<file path="src/rtl/binary_code_converter.sv">
// Registered 4-bit binary converter: BCD units digit with tens flag, reflected Gray code
// and even-parity Hamming(7,4) codeword, all loaded together with one cycle of latency.
`timescale 1ns/1ps
module binary_code_converter (
    input  logic       clk,
    input  logic       reset,
    input  logic       in_valid,
    input  logic [3:0] BN,
    output logic       out_valid,
    output logic [3:0] BCD,
    output logic       TENS,
    output logic [3:0] G,
    output logic [6:0] H
);

    // Handshake: in_valid qualifies BN on each rising edge; there is no ready, so every
    // qualified sample is taken. out_valid is high for exactly the one cycle after the edge
    // that took a sample; data outputs hold their last conversion while out_valid is low.

    logic       ge_ten;
    logic [3:0] bn_minus_ten;
    logic [3:0] bcd_next;
    logic [3:0] gray_next;
    logic       d1, d2, d3, d4;
    logic       p1, p2, p4;
    logic [6:0] ham_next;

    // BN-10 wraps modulo 16 and is only selected when BN >= 10, so it never underflows in use.
    assign ge_ten       = BN[3] & (BN[2] | BN[1]);
    assign bn_minus_ten = BN - 4'd10;
    assign bcd_next     = ge_ten ? bn_minus_ten : BN;

    assign gray_next = BN ^ {1'b0, BN[3:1]};

    assign d1 = BN[0];
    assign d2 = BN[1];
    assign d3 = BN[2];
    assign d4 = BN[3];
    assign p1 = d1 ^ d2 ^ d4;
    assign p2 = d1 ^ d3 ^ d4;
    assign p4 = d2 ^ d3 ^ d4;
    // H[k-1] carries codeword position k, parity bits sit at the power-of-two positions.
    assign ham_next = {d4, d3, d2, p4, d1, p2, p1};

    always_ff @(posedge clk or negedge reset) begin
        if (!reset) begin
            out_valid <= 1'b0;
            BCD       <= 4'd0;
            TENS      <= 1'b0;
            G         <= 4'd0;
            H         <= 7'd0;
        end else begin
            out_valid <= in_valid;
            if (in_valid) begin
                BCD  <= bcd_next;
                TENS <= ge_ten;
                G    <= gray_next;
                H    <= ham_next;
            end
        end
    end

endmodule

</file>
<file path="config.mk">
export PLATFORM = sky130hd
export DESIGN_NAME = binary_code_converter
export DESIGN_NICKNAME = d
export VERILOG_FILES = /design/src/rtl/binary_code_converter.sv
export SDC_FILE = /design/constraint.sdc
export NUM_CORES = 1
export LEC_CHECK = 0
export ABC_AREA = 1
export BUFFER_PORTS_ARGS = -buffer_cell sky130_fd_sc_hd__buf_2
export CAP_MARGIN = 20
export CORE_MARGIN = 4
export CORE_UTILIZATION = 43
export CTS_CLUSTER_DIAMETER = 200
export CTS_CLUSTER_SIZE = 14
export DETAILED_ROUTE_END_ITERATION = 10
export GPL_ROUTABILITY_DRIVEN = 0
export PLACE_DENSITY = 0.78
export SLEW_MARGIN = 5
export SYNTH_ARGS = -nofsm -noshare
export SYNTH_HDL_FRONTEND = slang
export SYNTH_SLANG_ARGS = --single-unit
</file>
<file path="constraint.sdc">
create_clock -name clk -period 0.8 [get_ports clk]
set_clock_uncertainty 0.1 [all_clocks]
set_input_delay 0.04 -clock clk [delete_from_list [all_inputs] [get_ports clk]]
set_output_delay 0.04 -clock clk [all_outputs]
set_load 0.02 [all_outputs]
</file>
==> results of run 1 <==
==> sequential cells by signal, indices dropped and copies added (netlist names) <==
| signal | flops |
|---|---|
| TENS | 1 |
| H | 5 |
| G | 4 |
| BCD | 4 |
| out_valid | 1 |
==> cell families (layout without fill, tap and decap cells) <==
kind of cell	Yosys count	count (layout)	share of synthesized area (%)
AOI/OAI and AO/OA	6	6	5.95
buffers and inverters	12	49	10.4
adders and majority gates	4	4	6.61
DFF	15	15	49.6
and+or+nand+nor	47	47	27.4
==> worst max-delay path by stage <==
stage | start | end | slack, ns | depth (start not counted)
2_1_floorplan | BN[1] | BCD[1] | -0.01 | 6
3_3_place_gp | BN[1] | BCD[1] | -0.20 | 7
4_1_cts | BCD[0] | BCD[0] | -0.19 | 1
6_report | BCD[0] | BCD[0] | -0.19 | 1
3_5_place_dp | BN[1] | BCD[1] | -0.21 | 7
5_1_grt | BCD[0] | BCD[0] | -0.24 | 1
==> routing by layer <==
| layer | global-route usage (%) | share of wire [%] |
|---|---|---|
| met4 | 11.5 | 4.7 |
| met1 | 16.3 | 42 |
| met3 | 3.31 | 4.7 |
| met2 | 26.7 | 49 |
| met5 | 0 | 0 |
==> power groups by stage <==
stage | Combinational (mW) | Sequential [mW] | Clock [mW]
floorplan | 0.193 | 0.997 | 0
global placement | 0.443 | 0.891 | 0
detailed placement | 0.449 | 0.895 | 0
CTS | 0.600 | 0.899 | 0.439
global route | 0.674 | 0.914 | 0.490
finish | 0.620 | 0.903 | 0.426
==> area by class of cell <==
cell class	count	share of cell area (%)
Multi-Input combinational cell	57	28.9
Sequential cell	15	34.0
Tap cell	16	1.78
Timing Repair Buffer	37	29.4
Inverter	8	3.56
Clock buffer	4	2.34
==> timing repair <==
item                                    4_1_cts  5_1_grt
endpoints found under the hold margin        17        1
endpoints found under the setup margin       17       24
pin swaps                                     3        2
cloned                                        0        0
buffers inserted                              4        3
gates resized for setup                      34        2
==> metrics by stage <==
step	setup TNS (ns)	hold WS, ns	power, mW	area, um2	utilization [%]
final	-3.17	-0.000521	1.95	1120	71.3
after global routing	-4.18	-0.00138	2.08	1120	71.3
after CTS	-3.09	-0.00580	1.94	1100	69.6
after detailed placement	-0.560	-0.138	1.34	913	57.9
after global placement	-0.463	-0.144	1.33	913	57.9
after floorplan	-0.0102	-0.356	1.19	782	-
==> synth_stat cells, drive strengths merged <==
master | n | share of area [%]
nand3b | 1 | 0.99
nand3 | 6 | 5.3
inv | 8 | 5.0
buf | 4 | 5.5
nor2 | 3 | 2.1
dfrtp | 15 | 50
nand2 | 37 | 19
o211ai | 3 | 3.0
ha | 4 | 6.6
o21ai | 3 | 3.0
==> worst register-to-register path: cells and delay by family (launching register included) <==
kind	cells	cell delay (ns)
DFF	1	0.41
buffers and inverters	1	0.14
AOI/OAI and AO/OA	1	0.06
and+or+nand+nor	1	0.05
==> run metrics, run 1 <==
initial antenna violation count=0; Final Cycle Share=124%; Die Ht=50.0 um; Sequential Area=383 um2; status=complete, but fails checks; Synth-to-Final Area Change=48.6%; FF+latch count, synth=15; CP required=0.66 ns; final wirelength=1660 um; first-pass GRT wire length=2860 um; largest net degree at the start of global routing=19; hold_buf cts=2; CP max stage delay=0.43 ns; Crit-path slowest cell=dfrtp_2; gr ovfl total=0; critical path arrival=0.85 ns; Die Area=2500 um2; layout net count=133; reg2reg start=BCD[2]; Multi-input gate area=325 um2; internal reg-to-reg setup slack=-0.07 ns; Core ar.=1580 um2; Clock Sinks=15; initial DRC count=12; H-tree levels=1; failing checks=negative hold slack, negative setup slack; Hold Path Depth=4; Internal=1.35 mW; GRT Total Usage=15.5%; Net Sw Frac=30.9%; port bufs=23; CTS tree=built; register area share after synthesis=49.6%; Leak=0.593 nW; total number of vias=676; DR pass1 iterations=4; commonest cells after routing, fill and taps aside=nand2_1 (32), buf_6 (18), dfrtp_1 (9), buf_4 (9), buf_2 (8); Final Non-Filler Cells=137; final setup fails=24; syn_nets=95; Max Freq=1010 MHz; synthesized cell area=757 um2; Inst Count DP=124; Yosys cell types=17; # IOs=24; maxcap violations=0; dpl ws=-0.210 ns; hold_sp=BN[0]; CP Max Fanout=3; min cycle time layout=0.989 ns; worst r2r path cells=3; Clk Latency, worst-skew pair=0.28 ns; worst vdd ir=0.00121 V; Clock Tree Buf Depth=2; Root Buffer=clkbuf_4; Yosys warnings=0; Avg Cell Area, Syn=9.01 um2; Slew Viols, Final=0; R2R Path End=BCD[2]; Filler Cell Count=129; hold crit path type=primary input to flop; worst hold margin=-0.000521 ns; Avg WL per Cell=12.1 um; Top Family by Delay on Critical Path=flip-flops; crit end category=output pin; clock group share of total power=21.9%; Rows=14; Seq pwr share=46.3%; Pwr Density=1730 nW/um2; CTS Buf Count=3; cell count after synthesis=84; post-route ant nets=0; Final HPWL DP=1080 um; Worst Max-Slew Pin Slew=0.339 ns; Hold Crit Endpoint=G[0]; WP buf/inv=1; setup ws final=-0.189 ns; commonest non-fill, non-tap cell in the layout=nand2_1; ANT cells=0; Psw=0.602 mW; initial core utilization=48.0%; RSZ-0062 raised after global routing=yes; drt drc=0; Slew Limit Headroom=77.4%; Worst setup SP type=flop; layout cells sized above 1=50.4%; number of global-route vias before repair=678; critical path class=flop to output pin; Hold Violations, Final=1; die width=50.0 um; via density per instance=4.93; Comb power frac=31.8%; Critical Path, Cell by Cell=buf_6; Reg clk slew, reported paths=0.09 ns
(Power assumes the default switching activity.)
==> run 2, diff against run 1 <==
CORE_UTILIZATION = 48   (was 43)
PLACE_DENSITY = 0.82   (was 0.78)
clock period = 1 ns   (was 0.8 ns; I/O delays follow)
==> run metrics, run 2 (synthesis gave the netlist of run 1 again) <==
CP required=0.85 ns (+0.19 ns); GRT Total Usage=14.7% (-0.76 points); Pwr Density=1430 nW/um2 (-17%); Clock Tree Buf Depth=2 (unchanged); Core ar.=1510 um2 (-4.4%); largest net degree at the start of global routing=19 (unchanged); CP max stage delay=0.42 ns (about the same); post-route ant nets=0 (unchanged); Avg WL per Cell=12.3 um (+1.2%); Top Registers=H (5), BCD (4), G (4); Leak=0.589 nW (-0.61%); Reg clk slew, reported paths=0.11 ns (+0.02 ns); Worst Max-Slew Pin Slew=0.347 ns (+0.00825 ns); DR pass1 iterations=4 (unchanged); Die Area=2280 um2 (-8.8%); Root Buffer=clkbuf_4; hold crit path type=primary input to flop; failing checks=negative hold slack, negative setup slack; commonest non-fill, non-tap cell in the layout=nand2_1; Final Power=1.53 mW (-22%); RSZ-0062 raised after global routing=yes; die width=47.7 um (-4.5%); initial DRC count=7 (-5); via density per instance=4.91 (-0.47%); # IOs=24 (unchanged); drt drc=0 (unchanged); Synth-to-Final Area Change=41.0%; commonest cells after routing, fill and taps aside=nand2_1 (34), dfrtp_1 (15), buf_6 (13), buf_4 (10), buf_2 (9); Hold Violations, Final=1 (unchanged); Clk Latency, worst-skew pair=0.27 ns (about the same); total number of vias=663 (-1.9%); status=complete, but fails checks; Final HPWL DP=1150 um (+6.9%); ANT cells=0 (unchanged); CTS tree=built; Slew Viols, Final=0 (unchanged); min cycle time layout=1.00 ns; Reg with most FFs=H; Max Freq=995 MHz; Worst setup SP type=flop; initial antenna violation count=0 (unchanged); worst hold margin=-0.00211 ns (-0.00159 ns); dpl ws=-0.102 ns (+0.108 ns); Rows=14 (unchanged); WP buf/inv=1 (unchanged); H-tree levels=1 (unchanged); final wirelength=1660 um (-0.30%); critical path arrival=0.85 ns (about the same); critical path class=flop to output pin; port bufs=23 (unchanged); setup TNS=-0.00953 ns (+3.16 ns); first-pass GRT wire length=2390 um (-17%); CP Max Fanout=3 (unchanged); number of global-route vias before repair=553 (-18%); internal reg-to-reg setup slack=0.09 ns (+0.16 ns); crit end category=output pin; Crit-path slowest cell=dfrtp_1; Top Family by Delay on Critical Path=flip-flops; CTS Buf Count=3 (unchanged); Slew Limit Headroom=76.9% (-0.55 points); Die Ht=47.7 um (-4.5%); final setup fails=2 (-92%); Critical Path, Cell by Cell=buf_6; maxcap violations=0 (unchanged); Final Cycle Share=100%; layout cells sized above 1=39.5% (-11 points); final instance area=1070 um2 (-5.1%); worst vdd ir=0.000662 V (-45%); Clock Sinks=15 (unchanged); number of flip-flops under the largest register name=5 (unchanged); layout net count=131 (-1.5%); setup ws final=-0.00483 ns (+0.184 ns); initial core utilization=50.2% (+2.2 points); gr ovfl total=0 (unchanged); placed inst area=881 um2 (-3.6%)
run 2: worst paths after layout:
| kind | startpoint | to | cells after the start |
|---|---|---|---|
| min reg2reg | G[3] | G[3] | 2 |
| max reg2reg | BCD[0] | BCD[0] | 3 |
| min | BN[0] | H[0] | 4 |
| min in group asynchronous | reset | BCD[2] | 2 |
| max | BCD[0] | H[2] | 1 |
| max in group asynchronous | reset | BCD[1] | 2 |
run 2: repair_timing:
action                     in CTS  in global routing
hold endpoints to repair       17                  0
setup buffers                   2                  3
resized for setup               0                 29
hold buffers                    3                  0
setup endpoints to repair       3                 16
run 2: through the flow:
step	instances	utilization (%)
after global routing	135	70.8
after detailed placement	123	58.5
after floorplan	84	-
after global placement	123	58.5
after CTS	132	63.3
final	135	70.8
run 2: per-layer routing:
metal / vias to the layer above / global-route usage (%) / routed length, um
met5: - / 0 / 0
met4: 0 / 5.91 / 0
met1: 311 / 18.6 / 697
li1: 332 / - / -
met3: 0 / 3.01 / 82
met2: 20 / 24.3 / 880
run 2: cell type report:
| class | instances | area [um2] |
|---|---|---|
| clock inverters | 1 | 5.00 |
| well taps | 16 | 20.0 |
| flip-flops and latches | 15 | 375 |
| repair buffers | 35 | 297 |
| fillers | 113 | 439 |
| clock buffers | 3 | 22.5 |
| multi-input cells | 57 | 310 |
| inverters | 8 | 37.5 |
run 2: power by group:
| group | internal (mW) | leakage (nW) | switching, mW | total, mW |
|---|---|---|---|---|
| sequential | 0.668 | 0.184 | 0.0443 | 0.712 |
| combinational | 0.217 | 0.387 | 0.240 | 0.457 |
| clock | 0.148 | 0.0177 | 0.210 | 0.359 |
| total | 1.03 | 0.589 | 0.495 | 1.53 |
